[src/rtl/vx_gpu_pkg.sv]
// Shared scheduler types: decode next-state encoding, per-warp issue state,
// and the warp-id width helper.
package vx_gpu_pkg;

   typedef enum logic [1:0] {
      NS_ACTIVE = 2'd0,
      NS_BAR    = 2'd1,
      NS_HALT   = 2'd2,
      NS_RSVD   = 2'd3
   } next_state_e;

   typedef enum logic [1:0] {
      HALTED   = 2'd0,
      READY    = 2'd1,
      INFLIGHT = 2'd2,
      BLOCKED  = 2'd3
   } warp_state_e;

   // A single warp still needs a one-bit id.
   function automatic int nw_width(input int n);
      return (n > 1) ? $clog2(n) : 1;
   endfunction

endpackage

[src/rtl/vx_warp_stall_fsm.sv]
// One warp's issue state plus its BLOCKED watchdog. Strobes arrive already
// decoded for this warp; an illegal strobe for the current state is ignored.
module vx_warp_stall_fsm
   import vx_gpu_pkg::*;
#(
   parameter int TIMEOUT_CYCLES = 1023,
   parameter bit INIT_READY     = 1'b0
) (
   input  logic        clk,
   input  logic        reset_n,
   input  logic        fetch_hit,
   input  logic        dec_hit,
   input  logic        dec_halt,
   input  logic        dec_block,
   input  logic        dec_unlock,
   input  logic        resolve_hit,
   input  logic        spawn,
   output warp_state_e state,
   output logic        timeout
);

   localparam int CW = $clog2(TIMEOUT_CYCLES + 1);
   localparam logic [CW-1:0] CNT_MAX  = CW'(TIMEOUT_CYCLES);
   localparam logic [CW-1:0] CNT_TRIP = CW'(TIMEOUT_CYCLES - 1);

   warp_state_e   state_reg, state_next;
   logic [CW-1:0] cnt_reg;
   logic          timeout_reg;

   always_ff @(posedge clk or negedge reset_n) begin
      if (!reset_n)
         state_reg <= INIT_READY ? READY : HALTED;
      else
         state_reg <= state_next;
   end

   always_comb begin
      state_next = state_reg;
      case (state_reg)
         HALTED:   if (spawn) state_next = READY;
         READY:    if (fetch_hit) state_next = INFLIGHT;
         INFLIGHT: begin
            if (dec_hit) begin
               if (dec_halt)        state_next = HALTED;
               else if (dec_block)  state_next = BLOCKED;
               else if (dec_unlock) state_next = READY;
            end
         end
         BLOCKED:  if (resolve_hit) state_next = READY;
         default:  state_next = state_reg;
      endcase
   end

   // The count at the start of a cycle equals the BLOCKED cycles already
   // completed, so the flag trips as the TIMEOUT_CYCLES-th cycle ends.
   always_ff @(posedge clk or negedge reset_n) begin
      if (!reset_n) begin
         cnt_reg     <= '0;
         timeout_reg <= 1'b0;
      end else if (state_reg == BLOCKED) begin
         if (state_next != BLOCKED)
            cnt_reg <= '0;
         else if (cnt_reg != CNT_MAX)
            cnt_reg <= cnt_reg + 1'b1;
         if (cnt_reg >= CNT_TRIP)
            timeout_reg <= 1'b1;
      end else begin
         cnt_reg <= '0;
      end
   end

   assign state   = state_reg;
   assign timeout = timeout_reg;

endmodule

[src/rtl/vx_warp_stall_ctrl.sv]
// Warp issue-eligibility controller: decodes fetch/decode/resolve/spawn events
// per warp, exports state masks, a PC-increment hint and sticky error flags.
module vx_warp_stall_ctrl
   import vx_gpu_pkg::*;
#(
   parameter int NUM_WARPS      = 4,
   parameter int NW_WIDTH       = nw_width(NUM_WARPS),
   parameter int TIMEOUT_CYCLES = 1023
) (
   input  logic                 clk,
   input  logic                 reset_n,
   input  logic                 fetch_fire,
   input  logic [NW_WIDTH-1:0]  fetch_wid,
   input  logic                 dec_valid,
   input  logic                 dec_unlock,
   input  logic [NW_WIDTH-1:0]  dec_wid,
   input  logic                 dec_rvc,
   input  logic                 dec_stall,
   input  logic [1:0]           dec_next_state,
   input  logic                 resolve_valid,
   input  logic [NW_WIDTH-1:0]  resolve_wid,
   input  logic [NUM_WARPS-1:0] spawn_mask,
   output logic [NUM_WARPS-1:0] ready_mask,
   output logic [NUM_WARPS-1:0] blocked_mask,
   output logic [NUM_WARPS-1:0] halted_mask,
   output logic                 pc_inc_valid,
   output logic [NW_WIDTH-1:0]  pc_inc_wid,
   output logic [2:0]           pc_inc_bytes,
   output logic [NUM_WARPS-1:0] timeout,
   output logic                 proto_err
);

   next_state_e            ns;
   logic                   dec_halt, dec_block;
   logic [NUM_WARPS-1:0]   fetch_hit, dec_hit, resolve_hit;
   logic [NUM_WARPS-1:0]   ready_vec, inflight_vec, blocked_vec, halted_vec;
   logic                   fetch_err, dec_ok, dec_err, resolve_err;
   logic                   proto_err_reg;
   logic                   pc_inc_valid_reg;
   logic [NW_WIDTH-1:0]    pc_inc_wid_reg;
   logic [2:0]             pc_inc_bytes_reg;

   assign ns        = next_state_e'(dec_next_state);
   assign dec_halt  = (ns == NS_HALT);
   assign dec_block = dec_stall || (ns == NS_BAR);

   for (genvar gi = 0; gi < NUM_WARPS; gi++) begin : g_warp
      warp_state_e warp_state;

      assign fetch_hit[gi]   = fetch_fire    && (fetch_wid   == NW_WIDTH'(gi));
      assign dec_hit[gi]     = dec_valid     && (dec_wid     == NW_WIDTH'(gi));
      assign resolve_hit[gi] = resolve_valid && (resolve_wid == NW_WIDTH'(gi));

      vx_warp_stall_fsm #(
         .TIMEOUT_CYCLES (TIMEOUT_CYCLES),
         .INIT_READY     (gi == 0)
      ) u_fsm (
         .clk         (clk),
         .reset_n     (reset_n),
         .fetch_hit   (fetch_hit[gi]),
         .dec_hit     (dec_hit[gi]),
         .dec_halt    (dec_halt),
         .dec_block   (dec_block),
         .dec_unlock  (dec_unlock),
         .resolve_hit (resolve_hit[gi]),
         .spawn       (spawn_mask[gi]),
         .state       (warp_state),
         .timeout     (timeout[gi])
      );

      assign ready_vec[gi]    = (warp_state == READY);
      assign inflight_vec[gi] = (warp_state == INFLIGHT);
      assign blocked_vec[gi]  = (warp_state == BLOCKED);
      assign halted_vec[gi]   = (warp_state == HALTED);
   end

   // An out-of-range wid matches no warp, so it lands in the error terms too.
   assign fetch_err   = fetch_fire    && !(|(fetch_hit   & ready_vec));
   assign dec_ok      = dec_valid     &&  (|(dec_hit     & inflight_vec));
   assign dec_err     = dec_valid     && !dec_ok;
   assign resolve_err = resolve_valid && !(|(resolve_hit & blocked_vec));

   always_ff @(posedge clk or negedge reset_n) begin
      if (!reset_n) begin
         proto_err_reg    <= 1'b0;
         pc_inc_valid_reg <= 1'b0;
         pc_inc_wid_reg   <= '0;
         pc_inc_bytes_reg <= 3'd0;
      end else begin
         if (fetch_err || dec_err || resolve_err)
            proto_err_reg <= 1'b1;
         pc_inc_valid_reg <= dec_ok;
         if (dec_ok) begin
            pc_inc_wid_reg   <= dec_wid;
            pc_inc_bytes_reg <= dec_rvc ? 3'd2 : 3'd4;
         end
      end
   end

   assign ready_mask   = ready_vec;
   assign blocked_mask = blocked_vec;
   assign halted_mask  = halted_vec;
   assign pc_inc_valid = pc_inc_valid_reg;
   assign pc_inc_wid   = pc_inc_wid_reg;
   assign pc_inc_bytes = pc_inc_bytes_reg;
   assign proto_err    = proto_err_reg;

endmodule

[config.mk]
export PLATFORM = sky130hd
export DESIGN_NAME = vx_warp_stall_ctrl
export DESIGN_NICKNAME = d
export VERILOG_FILES = /design/src/rtl/vx_gpu_pkg.sv /design/src/rtl/vx_warp_stall_fsm.sv /design/src/rtl/vx_warp_stall_ctrl.sv
export SDC_FILE = /design/constraint.sdc
export NUM_CORES = 1
export LEC_CHECK = 0
export ABC_AREA = 1
export CAP_MARGIN = 15
export CORE_MARGIN = 5
export CORE_UTILIZATION = 60
export CTS_CLUSTER_DIAMETER = 40
export DETAILED_ROUTE_END_ITERATION = 16
export DONT_BUFFER_PORTS = 1
export PLACE_DENSITY = 0.76
export RECOVER_POWER = 100
export SLEW_MARGIN = 20
export SYNTH_ARGS = -nofsm -noshare
export SYNTH_HDL_FRONTEND = slang
export SYNTH_HIERARCHICAL = 1
export SYNTH_SLANG_ARGS = --single-unit
[constraint.sdc]
create_clock -name clk -period 2 [get_ports clk]
set_input_delay 0.3 -clock clk [delete_from_list [all_inputs] [get_ports clk]]
set_output_delay 0.3 -clock clk [all_outputs]
set_load 0.02 [all_outputs]
* After elaboration in Yosys (flattened, before gate mapping) *
Cells that the tools add are included.

cells by class
  $add $sub $neg = 4
  magnitude comparators = 4
  eq/ne operators = 35
  muxes and demuxes = 45
  bitwise operators = 3
  reduce and logical (&&, ||, !) cells = 36

operators by type and width
  operator                                        count
  2-to-1 mux 10 bit                               12
  2-to-1 mux 2 bit                                28
  adder 10 x 1 -> 10 bit (second input constant)  4
  >= comparator 10 bit (second input constant)    4
  != test 10 bit (second input constant)          4
  case mux 2 bit (4 select lines)                 4
  == test 2 bit (second input constant)           15
  == test 2 x 1 -> 1 bit (second input constant)  8
  logical AND 1 bit                               16
  zero test 2 bit                                 7
  bitwise AND 4 bit                               3
  != test 3 x 1 -> 1 bit (second input constant)  4
  OR reduction 4 bit                              3
  != test 2 bit (second input constant)           4
  AND reduction 2 bit                             4
  zero test 1 bit                                 3
  logical OR 1 bit                                3
  2-to-1 mux 3 bit                                1

word-level totals
  flip-flop bits (word level) = 59
  bits of input ports = 20
  output and inout port bits = 23
  word-level logic and storage cells = 143

* Logic depth before layout (Yosys ltp) *
Gate-level depths: netlist (run 1).

  depth after elaboration = 9
  depth in mapped cells = 10

* Modules after synthesis *
The synthesis (run 1) kept the hierarchy.

modules (own cells, without submodules)
  module                                   times used  cells each  area an instance (um^2)
  vx_warp_stall_fsm (g_warp[1].u_fsm ...)  3           102         834.6
  vx_warp_stall_fsm (g_warp[0].u_fsm)      1           102         835.8
  vx_warp_stall_ctrl                       1           105         590.6

* Least setup slack after synthesis (run 1) *
No wires, ideal clock.

  kind = reg-to-reg
  start point = register g_warp[0].u_fsm.cnt_reg[1]
  end point = register g_warp[0].u_fsm.cnt_reg[1]
  setup time = 0.118 ns
  data arrival time = 1.227 ns
  required time = 1.882 ns
  slack = 0.654 ns
  stages on the path, launching flop included = 9
  path buffers = 0
  period minus slack after synthesis = 1.346 ns
  cells stage by stage = dfrtp_1 > ha_1 > inv_1 > nor2_2 > nand2_2 > nor3_4 > inv_2 > nand3b_1 > nand2_1

on the way
  cells in the longest elaborated chain, start to end = 4
  elaborated cells between the ends (all ways) = 6
  classes of those cells = 1 x add/sub; 2 x eq/ne; 3 x mux

RTL lines
  what                      line                     source
  start: declaration        vx_warp_stall_fsm.sv:27  logic [CW-1:0] cnt_reg;
  start signal: assignment  vx_warp_stall_fsm.sv:64  cnt_reg <= cnt_reg + 1'b1;
  adder 10 x 1 -> 10 bit    vx_warp_stall_fsm.sv:64
  2-to-1 mux 10 bit         vx_warp_stall_fsm.sv:63  else if (cnt_reg != CNT_MAX)
  2-to-1 mux 10 bit         vx_warp_stall_fsm.sv:61  if (state_next != BLOCKED)
  2-to-1 mux 10 bit         vx_warp_stall_fsm.sv:60  end else if (state_reg == BLOCKED) begin

Parallel ways exist; a longest one is shown, timed or not. The select of a mux whose other input is x is not followed.
A chain may end at the register's enable or synchronous reset.

* Worst setup path in the final report (run 1) *
  start point = register g_warp[0].u_fsm.state_reg[0]
  end point = register g_warp[0].u_fsm.cnt_reg[3]

on the way
  elaborated cells between the ends (all ways) = 16
  classes of those cells = 5 x eq/ne; 10 x mux; 1 x reduce/logical

RTL lines
  what                                         line                     source
  start: declaration                           vx_warp_stall_fsm.sv:26  warp_state_e state_reg, state_next;
  start signal: assignment                     vx_warp_stall_fsm.sv:32  state_reg <= INIT_READY ? READY : HALTED;
  start signal: assignment                     vx_warp_stall_fsm.sv:34  state_reg <= state_next;
  == test 2 bit, or another cell as far along  vx_warp_stall_fsm.sv:39  case (state_reg)
  case mux 2 bit (4 select lines) (*)          vx_warp_stall_fsm.sv:39
  named net g_warp[0].u_fsm.state_next[1]      vx_warp_stall_fsm.sv:26
  != test 2 bit (*)                            vx_warp_stall_fsm.sv:61
  2-to-1 mux 10 bit                            vx_warp_stall_fsm.sv:61
  2-to-1 mux 10 bit                            vx_warp_stall_fsm.sv:60

Mark *: on every way through the listed nets, which the timed path passes. The rest lies on a longest branch.

==> results of run 1 <==
==> power by group through the flow <==
stage | registers [W] | logic [W] | clock network, W
6_report | 0.00160 | 0.00116 | 0.000962
5_1_grt | 0.00164 | 0.00130 | 0.00105
4_1_cts | 0.00161 | 0.00122 | 0.000986
3_5_place_dp | 0.00163 | 0.00119 | 0
3_3_place_gp | 0.00162 | 0.00116 | 0
2_1_floorplan | 0.00156 | 0.000950 | 0
==> worst max-delay path, stage by stage, from the launching register on <==
cell and delay [ns]:
dfstp_1 0.71, nand2_2 0.17, nor2_1 0.29, inv_2 0.12
nand3_4 0.15, nand3_2 0.11, o21ai_0 0.10
==> per-stage QoR <==
step / cells / hold WS [ns] / total power [W] / cell area, um^2
2_1_floorplan: 513 / 0.004409 / 0.002515 / 3930
5_1_grt: 609 / 0.05782 / 0.003986 / 4169
3_5_place_dp: 591 / 0.006478 / 0.002813 / 4034
6_report: 609 / 0.07296 / 0.003722 / 4169
4_1_cts: 609 / 0.05537 / 0.003814 / 4243
3_3_place_gp: 591 / 0.006365 / 0.002779 / 4034
==> final timing paths <==
kind | from | end | slack, ns
max | g_warp[0].u_fsm/state[0] | g_warp[0].u_fsm/cnt_reg[3] | 0.29
min | dec_rvc | pc_inc_bytes[1] | 0.07
max reg2reg | g_warp[0].u_fsm/state[0] | g_warp[0].u_fsm/cnt_reg[3] | 0.29
min reg2reg | g_warp[3].u_fsm/cnt_reg[0] | g_warp[3].u_fsm/cnt_reg[0] | 0.60
max in group asynchronous | reset_n | g_warp[0].u_fsm/state[0] | 1.21
min in group asynchronous | reset_n | g_warp[3].u_fsm/timeout | 0.50
==> metal layers <==
layer,global-route usage,vias to the layer above,part of all wire
li1,-,1675,-
met1,0.2914,1501,0.46
met2,0.3179,78,0.45
met3,0.08595,9,0.072
met4,0.05868,0,0.011
met5,0,-,0
==> cell usage in the layout, fill, tap and decap left out, types with 8 or more instances in the layout <==
cell,netlist,final
clkbuf_8,0,10
nand2_1,114,117
xor2_1,16,16
nand3_1,41,42
nand2_2,14,11
dfrtp_1,57,57
nand3_2,8,8
nor3_1,16,16
xnor2_1,8,8
ha_1,8,8
inv_1,78,80
nor2_1,41,49
nand4_1,28,28
inv_2,13,11
==> cell type report <==
cell class,instances,area share
multi-input combinational,363,0.4946
sequential,58,0.3484
inverter,91,0.08193
clock buffer,11,0.03391
tap,77,0.02311
timing repair buffer,4,0.01080
clock inverter,5,0.007203
==> cells by family after synthesis <==
| family | count (synthesis) | synth area share |
|---|---|---|
| AO/OA/AOI/OAI | 34 | 0.06686 |
| XOR/XNOR | 24 | 0.05349 |
| adder cells (fa/ha/maj) | 8 | 0.02547 |
| buffers and inverters | 92 | 0.08883 |
| flip-flops | 58 | 0.3696 |
| other | 1 | 0.0009542 |
| AND/OR/NAND/NOR | 296 | 0.3948 |
==> results.sh, run 1 <==
export IMPL_min_path_cells=2
export IMPL_crit_path_start_kind="flop"
export IMPL_seq_area_mm2=0.001453
export IMPL_p_per_area_mw_per_mm2=892.7
export IMPL_synth_main_ff_cell="dfrtp_1"
export IMPL_place_hpwl_um=6343
export IMPL_ys_types=31
export IMPL_netlist_area_mm2=0.003930
export IMPL_fin_crit_ns=1.708
export IMPL_synth_seq_cells=58
export IMPL_p_int_w=0.002098
export IMPL_utilization=0.6566
export IMPL_syn_instance_count=513
export IMPL_diodes=0
export IMPL_netlist_area_leader_share=0.3629
export IMPL_largest_reg_flops=40
export IMPL_synthArstFlopShare=1.000
export IMPL_arrival_ns=1.97
export IMPL_p_leak_nw=2.214
export IMPL_io_buffer_count=0
export IMPL_cts_buffer_depth=2
export IMPL_antenna_found_initial=0
export IMPL_status="complete, no violations"
export IMPL_syn_avg_cell_area_um2=7.661
export IMPL_ys_warnings_count=6
export IMPL_synth_common_cells="nand2_1, inv_1, dfrtp_1"
export IMPL_via_per_inst=5.358
export IMPL_cts_buffers=9
export IMPL_drc=0
export IMPL_synth_area_top_cells="dfrtp_1, nand2_1, inv_1"
export IMPL_synth_most_common_cell="nand2_1"
export IMPL_power_switching_w=0.001624
export IMPL_die_y_um=90.93
export IMPL_cts_setup_buffers=0
export IMPL_area_delta_synth_final_pct=6.081
export IMPL_clk_latency_ns=0.34
export IMPL_vias=3263
export IMPL_setup_slack_ns=0.2923
export IMPL_cts_sinks=58
export IMPL_rsz0062_at_grt="false"
export IMPL_cts_resized_gates=0
export IMPL_cp_end_kind="flop"
export IMPL_seqPwrFrac=0.430
export IMPL_first_global_vias=3052
export IMPL_dr_first_iter_drc_count=211
export IMPL_wl_per_cell_um=14.07
export IMPL_cts_root_buf="clkbuf_8"
export IMPL_maxCapViolCount=0
export IMPL_drive_above_1_share=0.1335
export IMPL_num_rows=29
export IMPL_global_route_usage_total=0.2141
export IMPL_max_freq_mhz=585.6
export IMPL_htree_levels=3
export IMPL_ir_worst_vdd_v=0.0006497
export IMPL_fillers=533
export IMPL_fin_crit_sh=0.8539
export IMPL_final_hold_viol_count=0
export IMPL_clk_pin_slew_ns=0.07
export IMPL_dp_slack_ns=0.5002
export IMPL_fin_skew_ns=0.01031
export IMPL_ys_seq_area_frac=0.3696
export IMPL_synth_edf_count=0
export IMPL_setup_tns_ns=0
export IMPL_r2r_cells=6
export IMPL_initial_core_util=0.6189
export IMPL_place_gp_congestion=0.9049
export IMPL_slew_viol_final=0
export IMPL_wl_um=8567
export IMPL_p_comb_frac=0.311
export IMPL_p_sw_frac=0.4362
export IMPL_antenna_left=0
export IMPL_die_area_mm2=0.008268
export IMPL_overflow=0
export IMPL_multiInputGateArea_mm2=0.002062
export IMPL_ios=43
export IMPL_grt_max_degree=59
export IMPL_grt_pass1_wl_um=14460
export IMPL_nets=555
export IMPL_synth_nets=541
export IMPL_finalSetupViolations=0
export IMPL_die_w_um=90.93
export IMPL_synth_area_leader_cell="dfrtp_1"
export IMPL_cts_tree="done"
export IMPL_cts_hold_buf=2
export IMPL_cp_max_fo=10
export IMPL_coreArea_mm2=0.006350
export IMPL_clock_power_share=0.259
export IMPL_min_path_type="in2reg"
export IMPL_critPathKind="reg2reg"
export IMPL_cp_data_required_time_ns=2.27
export IMPL_dr_pass1_iters=4
(Power assumes the default switching activity.)
==> run 2, diff against run 1 <==
--- a/config.mk
+++ b/config.mk
@@ -7,13 +7,15 @@
 export LEC_CHECK = 0
 export ABC_AREA = 1
 export CAP_MARGIN = 15
+export CORE_ASPECT_RATIO = 0.8
 export CORE_MARGIN = 5
 export CORE_UTILIZATION = 60
 export CTS_CLUSTER_DIAMETER = 40
 export DETAILED_ROUTE_END_ITERATION = 16
 export DONT_BUFFER_PORTS = 1
 export PLACE_DENSITY = 0.76
-export RECOVER_POWER = 100
+export RECOVER_POWER = 50
+export SETUP_SLACK_MARGIN = 0.02
 export SLEW_MARGIN = 20
 export SYNTH_ARGS = -nofsm -noshare
 export SYNTH_HDL_FRONTEND = slang
==> run 2 against run 1 <==
Final area up 2.1%. Count of clock-buffer cells in the layout up 3. Highest routed layer unchanged. Largest power group unchanged. Combinational power increased by 7%. Non-clock buffer count unchanged. Flip-flop and latch count unchanged. Worst hold slack improved by 0.0041 ns. Via count up 2.8%. Core utilization rose by 1.1 points. Register-to-register slack improved by 0.13 ns. Critical path depth fell by 3. Routed wire length increased by 5.6%.
==> results.sh, run 2 (synthesis results as in run 1) <==
export IMPL_setup_slack_ns=0.3666
export IMPL_cts_root_buf="clkbuf_8"
export IMPL_global_route_usage_total=0.2422
export IMPL_dr_first_iter_drc_count=160
export IMPL_dr_pass1_iters=4
export IMPL_first_global_vias=3369
export IMPL_drc=0
export IMPL_clk_pin_slew_ns=0.07
export IMPL_ios=43
export IMPL_max_freq_mhz=612.2
export IMPL_finalSetupViolations=0
export IMPL_p_per_area_mw_per_mm2=905.1
export IMPL_min_path_type="in2reg"
export IMPL_num_rows=26
export IMPL_die_y_um=82.39
export IMPL_cts_setup_buffers=0
export IMPL_largest_reg_flops=40
export IMPL_fin_skew_ns=0.008179
export IMPL_crit_path_start_kind="flop"
export IMPL_p_sw_frac=0.4272
export IMPL_p_leak_nw=2.251
export IMPL_grt_pass1_wl_um=15680
export IMPL_power_w=0.003851
export IMPL_antenna_left=0
export IMPL_wl_per_cell_um=14.69
export IMPL_initial_core_util=0.6164
export IMPL_mostFrequentLayoutCells="nand2_1, inv_1, dfrtp_1"
export IMPL_overflow=0
export IMPL_diodes=0
export IMPL_slew_viol_final=0
export IMPL_die_area_mm2=0.008279
export IMPL_rr_startpoint="g_warp[1].u_fsm/cnt_reg[1]"
export IMPL_grt_max_degree=59
export IMPL_drive_above_1_share=0.1617
export IMPL_vias=3354
export IMPL_clk_latency_ns=0.34
export IMPL_io_buffer_count=0
export IMPL_cts_tree="done"
export IMPL_crit_start="g_warp[3].u_fsm/state[0]"
export IMPL_place_gp_congestion=0.8895
export IMPL_holdWs_ns=0.07707
export IMPL_wl_um=9049
export IMPL_critPathKind="reg2out"
export IMPL_fin_crit_sh=0.8167
export IMPL_p_int_w=0.002206
export IMPL_die_w_um=100.5
export IMPL_area_delta_synth_final_pct=8.278
export IMPL_maxCapViolCount=0
export IMPL_min_from="spawn_mask[2]"
export IMPL_ir_worst_vdd_v=0.0007446
export IMPL_setup_tns_ns=0
export IMPL_status="complete, no violations"
export IMPL_arrival_ns=1.33
export IMPL_utilization=0.6674
export IMPL_cts_sinks=58
export IMPL_coreArea_mm2=0.006376
export IMPL_final_hold_viol_count=0
export IMPL_via_per_inst=5.445
export IMPL_cp_data_required_time_ns=1.70
export IMPL_rsz0062_at_grt="false"
export IMPL_dp_slack_ns=0.4642
export IMPL_layout_commonest_cell="nand2_1"
export IMPL_power_switching_w=0.001645
export IMPL_place_hpwl_um=6621
export IMPL_cp_end_kind="output pin"
export IMPL_nets=555
export IMPL_clock_power_share=0.260
export IMPL_cts_buffer_depth=2
export IMPL_antenna_found_initial=0
export IMPL_htree_levels=3
export IMPL_fin_crit_ns=1.633
export IMPL_seqPwrFrac=0.419
export IMPL_cp_max_fo=9
export IMPL_p_comb_frac=0.321
export IMPL_cts_buffers=9
==> run 2: final timing paths <==
check	slack [ns]	endpoint	cells past startpoint
setup reg to reg	0.42	g_warp[1].u_fsm/cnt_reg[1]	8
setup / recovery	0.37	ready_mask[3]	3
hold / removal	0.08	g_warp[2].u_fsm/state[0]	1
max in group asynchronous	1.17	g_warp[0].u_fsm/state[0]	2
min in group asynchronous	0.50	g_warp[0].u_fsm/cnt_reg[1]	2
hold reg to reg	0.61	g_warp[2].u_fsm/cnt_reg[0]	2
==> run 2: timing repair <==
item / 4_1_cts / 5_1_grt
gates resized for setup: 0 / 0
endpoints found under the setup margin: 0 / 0
endpoints found under the hold margin: 58 / 0
hold buffers: 2 / 0
==> run 2: area by class of cell <==
type | count | area [um^2]
multi-input combinational | 363 | 2121
inverter | 91 | 341.6
timing repair buffer | 4 | 52.55
clock inverter | 2 | 10.01
fill | 535 | 2121
sequential | 58 | 1453
tap | 84 | 105.1
clock buffer | 14 | 172.7
==> run 2: per-layer routing <==
metal | track usage | vias to the layer above | share of wire
met5 | 0 | - | 0
met4 | 0.07806 | 0 | 0.017
met3 | 0.08732 | 16 | 0.091
met2 | 0.3843 | 103 | 0.44
met1 | 0.3108 | 1556 | 0.45
li1 | - | 1679 | -
==> run 2: power by group through the flow <==
stage	clock network, W	registers (W)	logic, W
after floorplan	0	0.00156	0.000950
after global routing	0.00108	0.00165	0.00137
final	0.00100	0.00161	0.00124
after CTS	0.00102	0.00161	0.00123
after global placement	0	0.00162	0.00116
after detailed placement	0	0.00163	0.00120
==> run 2: worst max-delay path, stage by stage, from the launching register on <==
cell     delay (ns)
dfrtp_1        0.51
inv_1          0.10
nor2_1         0.21
buf_4          0.19
==> run 2: stage by stage <==
| stage | instances | instance area [um^2] |
|---|---|---|
| after floorplan | 513 | 3930 |
| after global placement | 598 | 4043 |
| after detailed placement | 598 | 4043 |
| after CTS | 616 | 4263 |
| after global routing | 616 | 4255 |
| final | 616 | 4255 |
